--- src/rtl/b10_link_pkg.sv ---
// rtl/b10_link_pkg.sv - shared types, sizes and helpers for the b10 link peer
package b10_link_pkg;

    localparam int FIFO_DEPTH = 4;
    localparam int WORD_W     = 4;
    localparam int WAIT_W     = 8;

    typedef logic [WORD_W-1:0] word_t;
    typedef logic [WAIT_W-1:0] wait_t;

    typedef enum logic [1:0] {
        TX_IDLE = 2'd0,
        TX_REQ  = 2'd1,
        TX_REL  = 2'd2
    } tx_state_e;

    typedef enum logic [1:0] {
        RX_IDLE = 2'd0,
        RX_WAIT = 2'd1,
        RX_REL  = 2'd2
    } rx_state_e;

    function automatic wait_t sat_inc(input wait_t v);
        return (v == '1) ? v : v + 1'b1;
    endfunction

    // A zero configuration disables the timeout entirely.
    function automatic logic hit_timeout(input wait_t cnt_next, input wait_t cfg);
        return (cfg != '0) && (cnt_next >= cfg);
    endfunction

endpackage

--- src/rtl/b10_link_peer_if.sv ---
// rtl/b10_link_peer_if.sv - host streams, link handshakes and control bundle
interface b10_link_peer_if;
    import b10_link_pkg::*;

    logic  tx_valid;
    word_t tx_data;
    logic  tx_ready;

    logic  rx_valid;
    word_t rx_data;
    logic  rx_ready;

    logic  rts;
    word_t v_in;
    logic  cts;

    logic  rtr;
    logic  ctr;
    word_t v_out;

    logic  rx_en;
    wait_t timeout_cfg;
    logic  err_timeout;
    logic  clr_err;

    modport master (
        output tx_valid, tx_data, rx_ready, cts, ctr, v_out, rx_en, timeout_cfg, clr_err,
        input  tx_ready, rx_valid, rx_data, rts, v_in, rtr, err_timeout
    );

    modport slave (
        input  tx_valid, tx_data, rx_ready, cts, ctr, v_out, rx_en, timeout_cfg, clr_err,
        output tx_ready, rx_valid, rx_data, rts, v_in, rtr, err_timeout
    );

endinterface

--- src/rtl/b10_link_fifo.sv ---
// rtl/b10_link_fifo.sv - small circular FIFO with stream-style push and pop sides
module b10_link_fifo #(
    parameter int DEPTH = 4,
    parameter int WIDTH = 4
) (
    input  logic             clk,
    input  logic             rst_n,
    input  logic             in_tvalid,
    input  logic [WIDTH-1:0] in_tdata,
    output logic             in_tready,
    output logic             out_tvalid,
    output logic [WIDTH-1:0] out_tdata,
    input  logic             out_tready
);
    localparam int PTR_W = $clog2(DEPTH);
    localparam int CNT_W = $clog2(DEPTH + 1);
    localparam logic [CNT_W-1:0] FULL_CNT = CNT_W'(DEPTH);
    localparam logic [PTR_W-1:0] LAST_PTR = PTR_W'(DEPTH - 1);

    logic [WIDTH-1:0] mem_q [DEPTH];
    logic [WIDTH-1:0] mem_d [DEPTH];
    logic [PTR_W-1:0] wr_ptr_q, wr_ptr_d;
    logic [PTR_W-1:0] rd_ptr_q, rd_ptr_d;
    logic [CNT_W-1:0] count_q, count_d;
    logic             push;
    logic             pop;

    assign in_tready  = (count_q != FULL_CNT);
    assign out_tvalid = (count_q != '0);
    // Head reads as zero while empty so stale words never leak out.
    assign out_tdata  = out_tvalid ? mem_q[rd_ptr_q] : '0;
    assign push       = in_tvalid && in_tready;
    assign pop        = out_tvalid && out_tready;

    always_comb begin
        mem_d    = mem_q;
        wr_ptr_d = wr_ptr_q;
        rd_ptr_d = rd_ptr_q;
        count_d  = count_q;
        if (push) begin
            mem_d[wr_ptr_q] = in_tdata;
            wr_ptr_d        = (wr_ptr_q == LAST_PTR) ? '0 : wr_ptr_q + 1'b1;
        end
        if (pop) begin
            rd_ptr_d = (rd_ptr_q == LAST_PTR) ? '0 : rd_ptr_q + 1'b1;
        end
        case ({push, pop})
            2'b10:   count_d = count_q + 1'b1;
            2'b01:   count_d = count_q - 1'b1;
            default: count_d = count_q;
        endcase
    end

    always_ff @(posedge clk or negedge rst_n) begin
        if (!rst_n) begin
            for (int i = 0; i < DEPTH; i++) begin
                mem_q[i] <= '0;
            end
            wr_ptr_q <= '0;
            rd_ptr_q <= '0;
            count_q  <= '0;
        end else begin
            mem_q    <= mem_d;
            wr_ptr_q <= wr_ptr_d;
            rd_ptr_q <= rd_ptr_d;
            count_q  <= count_d;
        end
    end

endmodule

--- src/rtl/b10_link_peer.sv ---
// rtl/b10_link_peer.sv - buffered four-phase send/receive link peer with handshake timeout
module b10_link_peer
    import b10_link_pkg::*;
(
    input  logic           clock,
    input  logic           reset,
    b10_link_peer_if.slave lnk
);
    word_t     tx_head;
    logic      tx_nonempty;
    logic      tx_ready_w;
    logic      tx_pop;
    word_t     rx_head;
    logic      rx_valid_w;
    logic      rx_space;
    logic      rx_pop;
    logic      rx_push;
    logic      rx_free;

    tx_state_e tx_state_q, tx_state_d;
    wait_t     tx_cnt_q, tx_cnt_d, tx_cnt_inc;
    logic      rts_q, rts_d;
    word_t     v_in_q, v_in_d;
    logic      tx_to;

    rx_state_e rx_state_q, rx_state_d;
    wait_t     rx_cnt_q, rx_cnt_d, rx_cnt_inc;
    logic      rtr_q, rtr_d;
    logic      rx_to;

    logic      err_q, err_d;

    b10_link_fifo #(.DEPTH(FIFO_DEPTH), .WIDTH(WORD_W)) u_tx_fifo (
        .clk        (clock),
        .rst_n      (reset),
        .in_tvalid  (lnk.tx_valid),
        .in_tdata   (lnk.tx_data),
        .in_tready  (tx_ready_w),
        .out_tvalid (tx_nonempty),
        .out_tdata  (tx_head),
        .out_tready (tx_pop)
    );

    b10_link_fifo #(.DEPTH(FIFO_DEPTH), .WIDTH(WORD_W)) u_rx_fifo (
        .clk        (clock),
        .rst_n      (reset),
        .in_tvalid  (rx_push),
        .in_tdata   (lnk.v_out),
        .in_tready  (rx_space),
        .out_tvalid (rx_valid_w),
        .out_tdata  (rx_head),
        .out_tready (lnk.rx_ready)
    );

    assign tx_pop  = (tx_state_q == TX_REQ) && lnk.cts;
    assign rx_push = (rx_state_q == RX_WAIT) && lnk.ctr;
    assign rx_pop  = rx_valid_w && lnk.rx_ready;
    // A host pop on this edge frees a slot just as well as an already-free one.
    assign rx_free = rx_space || rx_pop;

    assign tx_cnt_inc = sat_inc(tx_cnt_q);
    assign rx_cnt_inc = sat_inc(rx_cnt_q);

    // A cts arriving on the same edge as the timeout completes the handshake.
    always_comb begin
        tx_state_d = tx_state_q;
        tx_cnt_d   = tx_cnt_q;
        rts_d      = rts_q;
        v_in_d     = v_in_q;
        tx_to      = 1'b0;
        case (tx_state_q)
            TX_IDLE: begin
                tx_cnt_d = '0;
                if (tx_nonempty) begin
                    tx_state_d = TX_REQ;
                    rts_d      = 1'b1;
                    v_in_d     = tx_head;
                end
            end
            TX_REQ: begin
                if (lnk.cts) begin
                    tx_state_d = TX_REL;
                    rts_d      = 1'b0;
                    tx_cnt_d   = '0;
                end else if (hit_timeout(tx_cnt_inc, lnk.timeout_cfg)) begin
                    tx_state_d = TX_IDLE;
                    rts_d      = 1'b0;
                    tx_cnt_d   = '0;
                    tx_to      = 1'b1;
                end else begin
                    tx_cnt_d = tx_cnt_inc;
                end
            end
            TX_REL: begin
                if (!lnk.cts) begin
                    tx_state_d = TX_IDLE;
                    tx_cnt_d   = '0;
                end else if (hit_timeout(tx_cnt_inc, lnk.timeout_cfg)) begin
                    tx_state_d = TX_IDLE;
                    tx_cnt_d   = '0;
                    tx_to      = 1'b1;
                end else begin
                    tx_cnt_d = tx_cnt_inc;
                end
            end
            default: begin
                tx_state_d = TX_IDLE;
                tx_cnt_d   = '0;
                rts_d      = 1'b0;
            end
        endcase
    end

    // rx_en only gates entry; a wait already in progress runs to completion.
    always_comb begin
        rx_state_d = rx_state_q;
        rx_cnt_d   = rx_cnt_q;
        rtr_d      = rtr_q;
        rx_to      = 1'b0;
        case (rx_state_q)
            RX_IDLE: begin
                rx_cnt_d = '0;
                if (lnk.rx_en && rx_free) begin
                    rx_state_d = RX_WAIT;
                    rtr_d      = 1'b1;
                end
            end
            RX_WAIT: begin
                if (lnk.ctr) begin
                    rx_state_d = RX_REL;
                    rtr_d      = 1'b0;
                    rx_cnt_d   = '0;
                end else if (hit_timeout(rx_cnt_inc, lnk.timeout_cfg)) begin
                    rx_state_d = RX_IDLE;
                    rtr_d      = 1'b0;
                    rx_cnt_d   = '0;
                    rx_to      = 1'b1;
                end else begin
                    rx_cnt_d = rx_cnt_inc;
                end
            end
            RX_REL: begin
                if (!lnk.ctr) begin
                    rx_state_d = RX_IDLE;
                    rx_cnt_d   = '0;
                end else if (hit_timeout(rx_cnt_inc, lnk.timeout_cfg)) begin
                    rx_state_d = RX_IDLE;
                    rx_cnt_d   = '0;
                    rx_to      = 1'b1;
                end else begin
                    rx_cnt_d = rx_cnt_inc;
                end
            end
            default: begin
                rx_state_d = RX_IDLE;
                rx_cnt_d   = '0;
                rtr_d      = 1'b0;
            end
        endcase
    end

    // Setting wins over clearing so a coincident timeout is never lost.
    always_comb begin
        err_d = err_q;
        if (tx_to || rx_to) begin
            err_d = 1'b1;
        end else if (lnk.clr_err) begin
            err_d = 1'b0;
        end
    end

    always_ff @(posedge clock or negedge reset) begin
        if (!reset) begin
            tx_state_q <= TX_IDLE;
            tx_cnt_q   <= '0;
            rts_q      <= 1'b0;
            v_in_q     <= '0;
            rx_state_q <= RX_IDLE;
            rx_cnt_q   <= '0;
            rtr_q      <= 1'b0;
            err_q      <= 1'b0;
        end else begin
            tx_state_q <= tx_state_d;
            tx_cnt_q   <= tx_cnt_d;
            rts_q      <= rts_d;
            v_in_q     <= v_in_d;
            rx_state_q <= rx_state_d;
            rx_cnt_q   <= rx_cnt_d;
            rtr_q      <= rtr_d;
            err_q      <= err_d;
        end
    end

    assign lnk.tx_ready    = tx_ready_w;
    assign lnk.rx_valid    = rx_valid_w;
    assign lnk.rx_data     = rx_head;
    assign lnk.rts         = rts_q;
    assign lnk.v_in        = v_in_q;
    assign lnk.rtr         = rtr_q;
    assign lnk.err_timeout = err_q;

endmodule

--- src/flat_wrapper.sv ---
// flat-port wrapper written by rule: the top's interface ports become plain ports
module b10_link_peer_flat import b10_link_pkg::*;
  (clock, reset, lnk_tx_valid, lnk_tx_data, lnk_rx_ready, lnk_cts, lnk_ctr, lnk_v_out, lnk_rx_en, lnk_timeout_cfg, lnk_clr_err, lnk_tx_ready, lnk_rx_valid, lnk_rx_data, lnk_rts, lnk_v_in, lnk_rtr, lnk_err_timeout);
  b10_link_peer_if lnk_i ();
  input  logic clock;
  input  logic reset;
  input wire logic [$bits(lnk_i.tx_valid)-1:0] lnk_tx_valid;
  input wire logic [$bits(lnk_i.tx_data)-1:0] lnk_tx_data;
  input wire logic [$bits(lnk_i.rx_ready)-1:0] lnk_rx_ready;
  input wire logic [$bits(lnk_i.cts)-1:0] lnk_cts;
  input wire logic [$bits(lnk_i.ctr)-1:0] lnk_ctr;
  input wire logic [$bits(lnk_i.v_out)-1:0] lnk_v_out;
  input wire logic [$bits(lnk_i.rx_en)-1:0] lnk_rx_en;
  input wire logic [$bits(lnk_i.timeout_cfg)-1:0] lnk_timeout_cfg;
  input wire logic [$bits(lnk_i.clr_err)-1:0] lnk_clr_err;
  output wire logic [$bits(lnk_i.tx_ready)-1:0] lnk_tx_ready;
  output wire logic [$bits(lnk_i.rx_valid)-1:0] lnk_rx_valid;
  output wire logic [$bits(lnk_i.rx_data)-1:0] lnk_rx_data;
  output wire logic [$bits(lnk_i.rts)-1:0] lnk_rts;
  output wire logic [$bits(lnk_i.v_in)-1:0] lnk_v_in;
  output wire logic [$bits(lnk_i.rtr)-1:0] lnk_rtr;
  output wire logic [$bits(lnk_i.err_timeout)-1:0] lnk_err_timeout;
  assign lnk_i.tx_valid = lnk_tx_valid;
  assign lnk_i.tx_data = lnk_tx_data;
  assign lnk_i.rx_ready = lnk_rx_ready;
  assign lnk_i.cts = lnk_cts;
  assign lnk_i.ctr = lnk_ctr;
  assign lnk_i.v_out = lnk_v_out;
  assign lnk_i.rx_en = lnk_rx_en;
  assign lnk_i.timeout_cfg = lnk_timeout_cfg;
  assign lnk_i.clr_err = lnk_clr_err;
  assign lnk_tx_ready = lnk_i.tx_ready;
  assign lnk_rx_valid = lnk_i.rx_valid;
  assign lnk_rx_data = lnk_i.rx_data;
  assign lnk_rts = lnk_i.rts;
  assign lnk_v_in = lnk_i.v_in;
  assign lnk_rtr = lnk_i.rtr;
  assign lnk_err_timeout = lnk_i.err_timeout;
  b10_link_peer u_core (.clock(clock), .reset(reset), .lnk(lnk_i));
endmodule
--- config.mk ---
export PLATFORM = sky130hd
export DESIGN_NAME = b10_link_peer_flat
export DESIGN_NICKNAME = d
export VERILOG_FILES = /design/src/rtl/b10_link_pkg.sv /design/src/rtl/b10_link_peer_if.sv /design/src/rtl/b10_link_fifo.sv /design/src/rtl/b10_link_peer.sv /design/src/flat_wrapper.sv
export SDC_FILE = /design/constraint.sdc
export NUM_CORES = 1
export LEC_CHECK = 0
export BUFFER_PORTS_ARGS = -buffer_cell sky130_fd_sc_hd__buf_2
export CAP_MARGIN = 10
export CORE_MARGIN = 2
export CORE_UTILIZATION = 45
export DETAILED_ROUTE_END_ITERATION = 10
export PLACE_DENSITY_LB_ADDON = 0.3
export SETUP_SLACK_MARGIN = 0.02
export SYNTH_ARGS = -nofsm -noshare
export SYNTH_HDL_FRONTEND = slang
export SYNTH_HIERARCHICAL = 1
export SYNTH_SLANG_ARGS = --single-unit
--- constraint.sdc ---
create_clock -name clock -period 3.3 [get_ports clock]
set_input_delay 0.66 -clock clock [delete_from_list [all_inputs] [get_ports clock]]
set_output_delay 0.66 -clock clock [all_outputs]
set_load 0.01 [all_outputs]
**Yosys cells after proc, flatten, opt, wreduce, memory -nomap -nowiden**

Index checks and enable logic that the tools add are counted.
Widths: inputs -> output; s select.

- Add/sub/neg operators: 10
- Magnitude comparators: 8
- Eq/ne operators: 20
- Mux-type cells: 57
- Bitwise gates (word level): 6
- Reduce and logical (&&, ||, !) cells: 24

Operators with widths:

| operator | number |
|---|---|
| $mux 8 | 8 |
| $bwmux 16 | 2 |
| $pmux 8 s2 | 2 |
| $mux 4 | 7 |
| $mux 2 | 12 |
| $add 8x1->8 const B | 2 |
| $bmux 4 s2 | 2 |
| $demux 4 s2 | 2 |
| $eq 2x2->1 const B | 8 |
| $eq 8x8->1 const B | 2 |
| $ge 8x8->1 | 2 |
| $mux 1 | 14 |
| $ge 3x3->1 const B | 4 |
| $ne 3x3->1 const B | 4 |
| $not 2->3 | 4 |
| $pmux 2 s3 | 2 |
| $pmux 3 s2 | 2 |
| $logic_and 1x1->1 | 11 |
| $add 2x1->2 const B | 4 |
| $eq 2x1->1 const B | 4 |
| $reduce_bool 8->1 | 1 |
| $add 3x1->3 const B | 2 |
| $lt 3x1->1 const B | 2 |
| $pmux 1 s3 | 2 |
| 11 further kinds | 20 |

- Flip-flop bits (word level): 73
- Output and inout bits: 13
- Logic and storage cells: 147

**Longest topological paths before layout**

Gate-level depths: netlist (run 1).

- Depth in word-level cells: 9
- Mapped depth: 12
- Gate-level depth less buffers: 12

**Cells and area by module**

The synthesis (run 1) kept the hierarchy.

Modules (own cells, without submodules):

| module | instances | cells each | area an instance (sq um) | sequential area each (sq um) |
|---|---|---|---|---|
| b10_link_fifo | 2 | 84 | 1268.7 | 575.6 |
| b10_link_peer | 1 | 205 | 1939.4 | 675.6 |

**Worst setup path after synthesis (run 1)**

Ideal clock, no wire load.

- Path kind: reg2reg
- Start: register u_core.rx_cnt_q[0]
- End: register u_core.rtr_q, in the netlist u_core/lnk.rtr
- Data arrival time: 2.734 ns
- Required time: 3.175 ns
- Path slack: 0.442 ns
- Cell stages (with the launch flop): 11
- Buffers on the path: 0
- Cell sequence: dfrtp_1 > ha_1 > nand4_1 > or2_2 > xnor2_1 > ha_1 > nand2b_1 > a2111o_1 > a311oi_1 > a2111o_1 > mux2_2

- Longest elaborated chain between the ends: 6

RTL lines:

| element | line | text |
|---|---|---|
| start: declaration | b10_link_peer.sv:27 | `wait_t rx_cnt_q, rx_cnt_d, rx_cnt_inc;` |
| start signal: assignment | b10_link_peer.sv:188 | `rx_cnt_q <= rx_cnt_d;` |
| $add 8x1->8 or $eq 8x8->1 (tied branches) | b10_link_pkg.sv:24 | `return (v == '1) ? v : v + 1'b1;` |
| $mux 8 (*) | b10_link_pkg.sv:24 |  |
| $ge 8x8->1 (*) | b10_link_pkg.sv:29 | `return (cfg != '0) && (cnt_next >= cfg);` |
| $logic_and 1x1->1 (*) | b10_link_pkg.sv:29 |  |
| $ne 3x3->1 (no line) (*) | -- |  |
| $reduce_and 3->1 (no line) (*) | -- |  |
| end signal: assignment | b10_link_peer.sv:189 | `rtr_q <= rtr_d;` |
| end: declaration | b10_link_peer.sv:28 | `logic rtr_q, rtr_d;` |

Mark *: on every way between the ends. The rest lies on a longest branch, timed or not.
A chain may end at the register's enable or synchronous reset.

**Worst setup path in the final report (run 1)**

- Start: register u_core.rx_cnt_q[1]
- End: register u_core.rtr_q, in the netlist u_core/lnk.rtr

Same word-level chain as after synthesis.

==> impl_metrics.env, run 1 <==
export IMPL_die_w_um=104
export IMPL_multi_input_area_um2=2440
export IMPL_grt_pass1_vias=3008
export IMPL_cts_repair_resize_count=0
export IMPL_end_kind="flop"
export IMPL_yosysMostFrequentCell="dfrtp_1"
export IMPL_worst_path_buf_inv=0
export IMPL_start_util_pct=46.0
export IMPL_whs_ps=332
export IMPL_finalHoldViolCount=0
export IMPL_post_route_min_period_ps=3050
export IMPL_io_pin_count=37
export IMPL_clockRootBuffer="clkbuf_8"
export IMPL_insertion_delay_ps=350
export IMPL_synthesis_area_um2=4480
export IMPL_synth_ff_type="dfrtp_1"
export IMPL_yosys_top_cells_area="dfrtp_1, mux2_4, ha_1"
export IMPL_fillers=878
export IMPL_fin_ws_ps=247
export IMPL_drive_gt1_share_pct=30.0
export IMPL_worst_slew_pin_transition_ps=647
export IMPL_grt_remaining_overflow=0
export IMPL_num_antenna_cells=0
export IMPL_area_growth_synth_to_final_pct=10.4
export IMPL_fin_tns_setup_ps=0
export IMPL_firstDrtPassIters=4
export IMPL_viasPerCell=5.28
export IMPL_min_path_type="input pin to async pin"
export IMPL_path_cells="ha_2 > nand4_1 > or2_2 > xnor2_2 > ha_1 > nand2b_1 > a2111o_1 > a311oi_1 > a2111o_1 > mux2_2"
export IMPL_remaining_drc_errors=0
export IMPL_rows=36
export IMPL_ant_nets=0
export IMPL_die_h_um=104
export IMPL_status="completed"
export IMPL_fin_skew_ps=5.25
export IMPL_drv_slew=0
export IMPL_crit_family="compound AO/OA/AOI/OAI gates"
export IMPL_drt_wirelength_per_cell_um=15.6
export IMPL_place_ws_ps=233
export IMPL_cp_common_cell="a2111o_1"
export IMPL_synthesis_nets=437
export IMPL_ctsHoldBuffers=0
export IMPL_synth_cell_type_count=52
export IMPL_syn_avg_cell_area_um2=12.0
export IMPL_port_buffers=36
export IMPL_dpl_cell_area_um2=4710
export IMPL_synth_seq_area_share_pct=40.8
export IMPL_cts_buffers=9
export IMPL_p_leak_nw=2.39
export IMPL_reg2reg_slack_ps=250
export IMPL_track_usage_pct=17.0
export IMPL_p_total_mw=4.14
export IMPL_start_kind="flop"
export IMPL_powerDensity_nw_per_um2=838
export IMPL_postLayoutCellArea_um2=4940
export IMPL_post_cts_buffers=0
export IMPL_dp_hpwl_mm=6.40
export IMPL_crit_slowest_cell="dfrtp_1"
export IMPL_async_flop_share_pct=100
export IMPL_cts_max_path_buffers=2
export IMPL_grt_max_degree=29
export IMPL_slew_headroom_pct=56.9
export IMPL_ff_latch_area_um2=1830
export IMPL_synth_edf_count=0
export IMPL_post_route_util_pct=50.8
export IMPL_clock_sinks=73
export IMPL_clk_transition_reported_paths_ps=70
export IMPL_final_nets=473
export IMPL_fmax_ghz=0.328
export IMPL_vias=2881
export IMPL_cp_required_ps=3540
export IMPL_h_tree_depth=3
export IMPL_finalCritPeriodShare_pct=92.5
export IMPL_critical_path_max_fanout=5
export IMPL_first_iter_violations=141
export IMPL_cpPeakStageDelay_ps=420
export IMPL_place_congestion=0.805
export IMPL_cts_tree="yes"
export IMPL_synth_warnings=6
export IMPL_grt_pass1_wl_mm=14.5
export IMPL_setup_worst_path_class="flop to flop"
export IMPL_antenna_found_initial=0
export IMPL_stdcell_count=546
export IMPL_cp_data_arrival_time_ps=3290
export IMPL_dp_cells=531
export IMPL_routed_wl_mm=8.50
export IMPL_synthCells=373
export IMPL_drv_cap=0
export IMPL_setup_viol=0
export IMPL_synth_top_area_cell="dfrtp_1"
export IMPL_ir_worst_vdd_v=0.000428
export IMPL_ys_ff_latch=73
export IMPL_synth_top_cell_area_share_pct=40.8
export IMPL_rsz0062_at_grt="no"
export IMPL_coreArea_um2=9730
export IMPL_dieArea_um2=10800
export IMPL_synth_common_cells="dfrtp_1, ha_1, mux2_4, inv_1, nor2_1"
==> sequential cells by signal, summed over array words and instances, names as in the netlist, 3 cells and up <==
signal                    cells
u_core/u_tx_fifo/mem_q       16
u_core/tx_cnt_q               8
u_core/u_rx_fifo/count_q      3
u_core/rx_cnt_q               8
u_core/lnk.v_in               4
u_core/u_rx_fifo/mem_q       16
u_core/u_tx_fifo/count_q      3
==> metal layers <==
metal,track usage (%),vias to the layer above,wire [um]
li1,-,1401,-
met1,22.4,1429,3950
met2,27.2,41,4140
met3,4.53,10,320
met4,5.98,0,98
met5,0,-,0
==> kinds of logic (layout without fill, tap and decap cells) <==
logic type / after synthesis / count (layout) / synth area share, %
simple gates: 107 / 107 / 14.5
fa+ha+maj: 40 / 40 / 11.5
flops: 73 / 73 / 40.8
xor+xnor: 11 / 11 / 2.15
compound gates: 47 / 47 / 6.99
mux: 58 / 58 / 19.2
buf+inv: 37 / 77 / 4.81
==> path summary, 6_finish.rpt <==
| path | from | endpoint | depth (start not counted) |
|---|---|---|---|
| setup / recovery | u_core/rx_cnt_q[1] | u_core/lnk.rtr | 10 |
| hold / removal | reset | u_core/u_rx_fifo/mem_q[12] | 1 |
| hold reg to reg | u_core/u_rx_fifo/count_q[2] | u_core/u_rx_fifo/count_q[2] | 1 |
| setup reg to reg | u_core/rx_cnt_q[1] | u_core/lnk.rtr | 10 |
| max in group asynchronous | reset | u_core/u_tx_fifo/rd_ptr_q[1] | 2 |
| min in group clock | u_core/u_rx_fifo/count_q[2] | u_core/u_rx_fifo/count_q[2] | 1 |
==> final cells by class <==
cell class | instances | area share [%]
clock buffer | 11 | 2.86
clock inverter | 4 | 1.54
inverter | 24 | 1.82
multi-input combinational | 263 | 49.5
sequential | 73 | 37.0
tap | 133 | 3.37
timing repair buffer | 38 | 3.95
==> placed cells by master, fill, tap and decap left out, types with 3 or more instances in the layout <==
| cell type | count |
|---|---|
| mux4_2 | 8 |
| nand4_1 | 5 |
| a211oi_1 | 3 |
| and3_1 | 6 |
| a31oi_1 | 4 |
| clkbuf_8 | 10 |
| mux2_4 | 32 |
| inv_1 | 24 |
| nand3_1 | 7 |
| mux2_2 | 16 |
| o21ai_0 | 6 |
| nor3b_1 | 5 |
| xnor2_1 | 3 |
| a21o_1 | 3 |
| xor2_1 | 7 |
| nand2_1 | 12 |
| ha_1 | 37 |
| buf_2 | 36 |
| a21oi_1 | 15 |
| dfrtp_1 | 72 |
| nor2_1 | 19 |
| nor2b_1 | 11 |
| and2_1 | 14 |
| and3_4 | 8 |
| nand2b_1 | 6 |
==> power by group <==
group | total (mW) | internal (mW) | switching (mW)
clock network | 0.784 | 0.445 | 0.339
registers | 1.56 | 1.27 | 0.294
logic | 1.80 | 1.06 | 0.735
total | 4.14 | 2.77 | 1.37
Note: power is estimated with default switching activity, not from simulation.
==> inputs of run 2 (changes only) <==
--- a/config.mk
+++ b/config.mk
@@ -14,5 +14,4 @@
 export SETUP_SLACK_MARGIN = 0.02
 export SYNTH_ARGS = -nofsm -noshare
 export SYNTH_HDL_FRONTEND = slang
-export SYNTH_HIERARCHICAL = 1
 export SYNTH_SLANG_ARGS = --single-unit
==> run 2 against run 1 <==
  * First-iteration DRC count decreased by 62%
  * Maximum frequency grew 6.4%
  * Clock-buffer cell count unchanged
  * Setup slack improved by 180 ps
  * Sequential share of layout area rose by 2.2 points
  * Cell area fell by 5.8%
  * Largest power group is now registers
==> impl_metrics.env, run 2 <==
export IMPL_status="completed"
export IMPL_synthCells=364
export IMPL_stdcell_count=521
export IMPL_grt_max_degree=42
export IMPL_synth_top_family_by_area="multiplexers"
export IMPL_cp_common_cell="ha_1"
export IMPL_clock_sinks=73
export IMPL_synth_ff_type="dfrtp_1"
export IMPL_min_path_type="input pin to async pin"
export IMPL_p_leak_nw=2.24
export IMPL_drive_gt1_share_pct=26.9
export IMPL_synth_fa_ha_area_share_pct=12.5
export IMPL_finalHoldViolCount=0
export IMPL_drv_cap=0
export IMPL_reg_top3="u_core.u_rx_fifo.mem_q x16, u_core.u_tx_fifo.mem_q x16"
export IMPL_track_usage_pct=16.4
export IMPL_routed_wl_mm=7.69
export IMPL_grt_use_met3_pct=4.81
export IMPL_post_route_min_period_ps=2870
export IMPL_async_flop_share_pct=100
export IMPL_cp_required_ps=3530
export IMPL_grt_pass1_wl_mm=12.8
export IMPL_ys_ff_latch=73
export IMPL_die_h_um=99.8
export IMPL_synth_warnings=0
export IMPL_remaining_drc_errors=0
export IMPL_synthesis_area_um2=4130
export IMPL_synth_xor_area_share_pct=2.33
export IMPL_ir_worst_vdd_v=0.000420
export IMPL_met2_usage_pct=27.0
export IMPL_rows=34
export IMPL_yosys_area_share_simple_pct=13.2
export IMPL_fmax_ghz=0.348
export IMPL_crit_family="multiplexers"
export IMPL_final_nets=472
export IMPL_cp_data_arrival_time_ps=3100
export IMPL_layout_commonest_cell="dfrtp_1"
export IMPL_viasPerCell=5.37
export IMPL_dp_cells=505
export IMPL_drt_wirelength_per_cell_um=14.8
export IMPL_port_buffers=36
export IMPL_synth_compound_area_share_pct=9.12
export IMPL_worst_path_buf_inv=0
export IMPL_path_cells="ha_1 > nand4_1 > nor2_1 > mux2_2 > ha_1 > a31oi_1 > o311a_2 > a21oi_1 > mux2_1"
export IMPL_ctsHoldBuffers=0
export IMPL_cts_repair_resize_count=0
export IMPL_post_cts_buffers=0
export IMPL_clk_transition_reported_paths_ps=80
export IMPL_synthesis_nets=428
export IMPL_crit_slowest_cell="dfrtp_1"
export IMPL_synth_top_cell_area_share_pct=44.2
export IMPL_insertion_delay_ps=340
export IMPL_coreArea_um2=8810
export IMPL_cts_tree="yes"
export IMPL_powerDensity_nw_per_um2=799
export IMPL_antenna_found_initial=0
export IMPL_io_pin_count=37
export IMPL_grt_busiest_layer="met2"
export IMPL_rsz0062_at_grt="no"
export IMPL_place_congestion=0.834
export IMPL_h_tree_depth=3
export IMPL_cts_max_path_buffers=2
export IMPL_dieArea_um2=9960
export IMPL_dp_hpwl_mm=5.92
export IMPL_p_total_mw=3.72
export IMPL_drv_slew=0
export IMPL_num_antenna_cells=0
export IMPL_worst_slew_pin_transition_ps=957
export IMPL_cpPeakStageDelay_ps=410
export IMPL_synth_common_cells="dfrtp_1, mux2_2, ha_1, inv_1, nand2_1"
export IMPL_finalCritPeriodShare_pct=87.0
export IMPL_synth_cell_type_count=51
export IMPL_fin_tns_setup_ps=0
export IMPL_fin_skew_ps=9.71
export IMPL_muxShareOfSynthArea_pct=15.8
export IMPL_first_iter_violations=53
export IMPL_area_growth_synth_to_final_pct=12.7
export IMPL_grt_pass1_vias=2737
export IMPL_firstDrtPassIters=4
export IMPL_critical_path_max_fanout=5
export IMPL_setup_viol=0
export IMPL_end_kind="flop"
export IMPL_vias=2797
export IMPL_synth_top_area_cell="dfrtp_1"
export IMPL_grt_met1_usage_pct=21.3
export IMPL_ant_nets=0
export IMPL_synth_edf_count=0
export IMPL_start_util_pct=46.9
export IMPL_cts_buffers=9
export IMPL_whs_ps=464
export IMPL_final_cell_mix="dfrtp_1, mux2_2, ha_1, buf_2, inv_1"
export IMPL_synth_seq_area_share_pct=44.2
export IMPL_clockRootBuffer="clkbuf_8"
export IMPL_grt_remaining_overflow=0
export IMPL_syn_avg_cell_area_um2=11.4
export IMPL_yosysMostFrequentCell="dfrtp_1"
export IMPL_yosys_top_cells_area="dfrtp_1, ha_1, mux2_2"
export IMPL_die_w_um=99.8
export IMPL_start_kind="flop"
export IMPL_slew_headroom_pct=36.2
export IMPL_setup_worst_path_class="flop to flop"
run 2: changes by cell type after synthesis, moves of 3 or more:
| cell | delta |
|---|---|
| nand2b_1 | -3 |
| mux2_4 | -32 |
| nor3_1 | +7 |
| and2_1 | -8 |
| mux2_2 | +25 |
| o21ai_0 | +7 |
| nand2_1 | +9 |
| and3_4 | -8 |
| nand3_1 | +3 |
| inv_1 | +3 |
| buf_6 | -10 |
run 2: cell families after synthesis:
group | count (synthesis)
xor gates and xnor gates | 11
AOI/OAI and AO/OA | 56
muxes | 50
and+or+nand+nor | 103
adders and majority gates | 40
DFF | 73
buffers and inverters | 31
run 2: worst reg2reg max path: cells and delay by family (launching register included):
kind / cells / cell delay, ps
flip-flops: 1 / 410
AND/OR/NAND/NOR: 2 / 500
adder cells (fa/ha/maj): 2 / 500
multiplexers: 2 / 730
AO/OA/AOI/OAI: 3 / 630
run 2: routing by layer:
metal | up-vias | routed length (um)
met5 | - | 0
met4 | 0 | 106
met3 | 10 | 300
met2 | 44 | 3660
met1 | 1351 | 3620
li1 | 1392 | -
run 2: final cells by class:
cell class,instances,area [um2]
well taps,108,135
clock buffers,11,141
flip-flops and latches,73,1830
repair buffers,37,200
fillers,778,4150
inverters,27,101
clock inverters,5,62.6
multi-input cells,260,2190
run 2: final timing paths:
path	cells after the start	slack [ps]	end	from
setup / recovery	9	430	u_core.lnk.rtr	u_core.rx_cnt_q[0]
hold / removal	1	460	u_core.tx_cnt_q[3]	reset
setup reg to reg	9	430	u_core.lnk.rtr	u_core.rx_cnt_q[0]
hold reg to reg	1	500	u_core.u_tx_fifo.mem_q[5]	u_core.u_tx_fifo.mem_q[5]
max in group asynchronous	2	2160	u_core.u_tx_fifo.mem_q[13]	reset
min in group clock	1	500	u_core.u_tx_fifo.mem_q[5]	u_core.u_tx_fifo.mem_q[5]
run 2: where the power goes:
group	switching, mW	internal (mW)
logic	0.669	0.806
registers	0.271	1.26
clock network	0.340	0.375
total	1.28	2.44
run 2: metrics by stage:
step | cell area, um2 | worst slack, ps | utilization [%]
after floorplan | 4130 | 640 | -
after global placement | 4450 | 514 | 50.6
after detailed placement | 4450 | 445 | 50.6
after CTS | 4660 | 431 | 52.9
after global routing | 4660 | 139 | 52.9
final | 4660 | 430 | 52.9
==> inputs of run 3 (changes only) <==
--- a/config.mk
+++ b/config.mk
@@ -5,7 +5,7 @@
 export SDC_FILE = /design/constraint.sdc
 export NUM_CORES = 1
 export LEC_CHECK = 0
-export BUFFER_PORTS_ARGS = -buffer_cell sky130_fd_sc_hd__buf_2
+export BUFFER_PORTS_ARGS = -buffer_cell sky130_fd_sc_hd__buf_4
 export CAP_MARGIN = 10
 export CORE_MARGIN = 2
 export CORE_UTILIZATION = 45
==> run 3 against run 2 <==
  * Via count is 0.82% higher
  * Clock skew is 3.6 ps lower
  * Sequential power hardly changed
  * Global-route usage is 0.38 points higher
  * Sequential share of layout area is 0.71 points lower
  * Routed wire length is 0.99% higher
  * Maximum frequency is 1.0% lower
  * Sequential cell count stayed put
  * Final cell count is 0.19% lower
  * Die area stayed put
  * Worst hold slack worse by 26 ps
  * Critical path type unchanged
  * Largest cell class unchanged
  * Largest power group is now combinational logic
==> impl_metrics.env, run 3 (same netlist as run 2, synthesis figures left out) <==
export IMPL_slew_headroom_pct=39.9
export IMPL_start_util_pct=46.9
export IMPL_fin_skew_ps=6.15
export IMPL_die_w_um=99.8
export IMPL_p_seq_share_pct=40.0
export IMPL_powerDensity_nw_per_um2=808
export IMPL_cts_tree="yes"
export IMPL_drive_gt1_share_pct=26.7
export IMPL_drt_wirelength_per_cell_um=14.9
export IMPL_cts_buffers=9
export IMPL_clockRootBuffer="clkbuf_8"
export IMPL_p_leak_nw=2.27
export IMPL_whs_ps=438
export IMPL_cts_max_path_buffers=2
export IMPL_firstDrtPassIters=4
export IMPL_status="completed"
export IMPL_dp_hpwl_mm=5.92
export IMPL_post_route_min_period_ps=2900
export IMPL_fin_tns_setup_ps=0
export IMPL_routed_wl_mm=7.77
export IMPL_drv_cap=0
export IMPL_crit_family="compound AO/OA/AOI/OAI gates"
export IMPL_p_comb_share_pct=40.1
export IMPL_grt_pass1_vias=2878
export IMPL_io_pin_count=37
export IMPL_min_path_type="input pin to async pin"
export IMPL_crit_cells=11
export IMPL_path_cells="ha_1 > nand4_1 > nor2_1 > nor2b_1 > a21oi_1 > ha_1 > a211o_1 > a31oi_1 > o311a_2 > a21oi_1 > mux2_1"
export IMPL_clk_transition_reported_paths_ps=70
export IMPL_worst_slew_pin_transition_ps=901
export IMPL_cp_data_arrival_time_ps=3120
export IMPL_ir_worst_vdd_v=0.000601
export IMPL_grt_pass1_wl_mm=13.2
export IMPL_track_usage_pct=16.8
export IMPL_layout_commonest_cell="dfrtp_1"
export IMPL_rows=34
export IMPL_viasPerCell=5.42
export IMPL_finalHoldViolCount=0
export IMPL_cp_required_ps=3520
export IMPL_clock_sinks=73
export IMPL_dieArea_um2=9960
export IMPL_insertion_delay_ps=340
export IMPL_cpPeakStageDelay_ps=400
export IMPL_ant_nets=0
export IMPL_end_kind="flop"
export IMPL_setup_worst_path_class="flop to flop"
export IMPL_h_tree_depth=3
export IMPL_finalCritPeriodShare_pct=87.9
export IMPL_final_cell_mix="dfrtp_1, mux2_2, ha_1, buf_4, inv_1"
export IMPL_p_switching_mw=1.28
export IMPL_reg2reg_slack_ps=400
export IMPL_post_route_util_pct=53.9
export IMPL_vias=2820
export IMPL_r2r_start="u_core.rx_cnt_q[0]"
export IMPL_first_iter_violations=112
export IMPL_clkPwrFrac_pct=19.9
export IMPL_post_cts_buffers=0
export IMPL_antenna_found_initial=0
export IMPL_critical_path_max_fanout=5
export IMPL_place_congestion=0.820
export IMPL_remaining_drc_errors=0
export IMPL_coreArea_um2=8810
export IMPL_rsz0062_at_grt="no"
export IMPL_cellInternalPower_mw=2.55
export IMPL_fmax_ghz=0.345
export IMPL_start_kind="flop"
export IMPL_drv_slew=0
export IMPL_switching_share_pct=33.5
export IMPL_worstRegToRegCells=11
export IMPL_die_h_um=99.8
export IMPL_num_antenna_cells=0
export IMPL_crit_slowest_cell="dfrtp_1"
export IMPL_crit_path_end="u_core.lnk.rtr"
export IMPL_area_growth_synth_to_final_pct=14.8
export IMPL_grt_max_degree=74
export IMPL_ctsHoldBuffers=0
export IMPL_setup_viol=0
export IMPL_port_buffers=36
export IMPL_grt_remaining_overflow=0
export IMPL_worst_path_buf_inv=0
export IMPL_reg2reg_to="u_core.lnk.rtr"
export IMPL_final_nets=471
export IMPL_cts_repair_resize_count=0
export IMPL_reg_top3="u_core.u_rx_fifo.mem_q x16, u_core.u_tx_fifo.mem_q x16"
export IMPL_cp_startpoint="u_core.rx_cnt_q[0]"
==> run 3: layout make-up <==
class	count	area (um2)
clock buffers	10	128
clock inverters	6	92.6
fillers	766	4060
inverters	27	101
multi-input cells	260	2190
flip-flops and latches	73	1830
well taps	108	135
repair buffers	36	270
==> run 3: layer usage <==
layer  share of wire (%)  global-route usage (%)  up-vias
met5                   0                       0        -
met4                 1.5                    4.53        0
met3                 3.6                    4.87       11
met2                  48                    28.3       48
met1                  46                    21.2     1366
li1                    -                       -     1395
==> run 3: how the worst min path moves through the flow <==
stage / from / slack, ps / cells past startpoint / endpoint
after floorplan: reset / 360 / 0 / u_core.lnk.err_timeout
after global placement: u_core.u_rx_fifo.mem_q[11] / 480 / 1 / u_core.u_rx_fifo.mem_q[11]
after detailed placement: u_core.u_tx_fifo.mem_q[1] / 490 / 1 / u_core.u_tx_fifo.mem_q[1]
after CTS: reset / 470 / 1 / u_core.u_tx_fifo.wr_ptr_q[1]
after global routing: u_core.u_tx_fifo.mem_q[1] / 510 / 1 / u_core.u_tx_fifo.mem_q[1]
final: reset / 440 / 1 / u_core.tx_cnt_q[5]
==> run 3: per-stage QoR <==
| step | setup slack [ps] | cells | cell area [um2] | power, mW |
|---|---|---|---|---|
| floorplan | 640 | 364 | 4130 | 2.64 |
| CTS | 403 | 520 | 4740 | 3.90 |
| global placement | 535 | 504 | 4520 | 3.03 |
| finish | 400 | 520 | 4740 | 3.83 |
| global route | 92.0 | 520 | 4740 | 4.13 |
| detailed placement | 417 | 504 | 4520 | 3.12 |
==> run 3: worst register-to-register path, stage by stage, from the launching register on <==
cell,delay (ps)
dfrtp_1,400
ha_1,240
nand4_1,170
nor2_1,330
nor2b_1,80
a21oi_1,230
ha_1,280
a211o_1,290
a31oi_1,160
o311a_2,220
a21oi_1,80
mux2_1,310
==> run 3: power by group through the flow <==
| stage | Combinational, mW | Clock [mW] | Sequential, mW |
|---|---|---|---|
| 2_1_floorplan | 1.17 | 0 | 1.47 |
| 3_3_place_gp | 1.50 | 0 | 1.53 |
| 3_5_place_dp | 1.56 | 0 | 1.55 |
| 6_report | 1.54 | 0.763 | 1.53 |
| 4_1_cts | 1.57 | 0.789 | 1.54 |
| 5_1_grt | 1.72 | 0.823 | 1.59 |
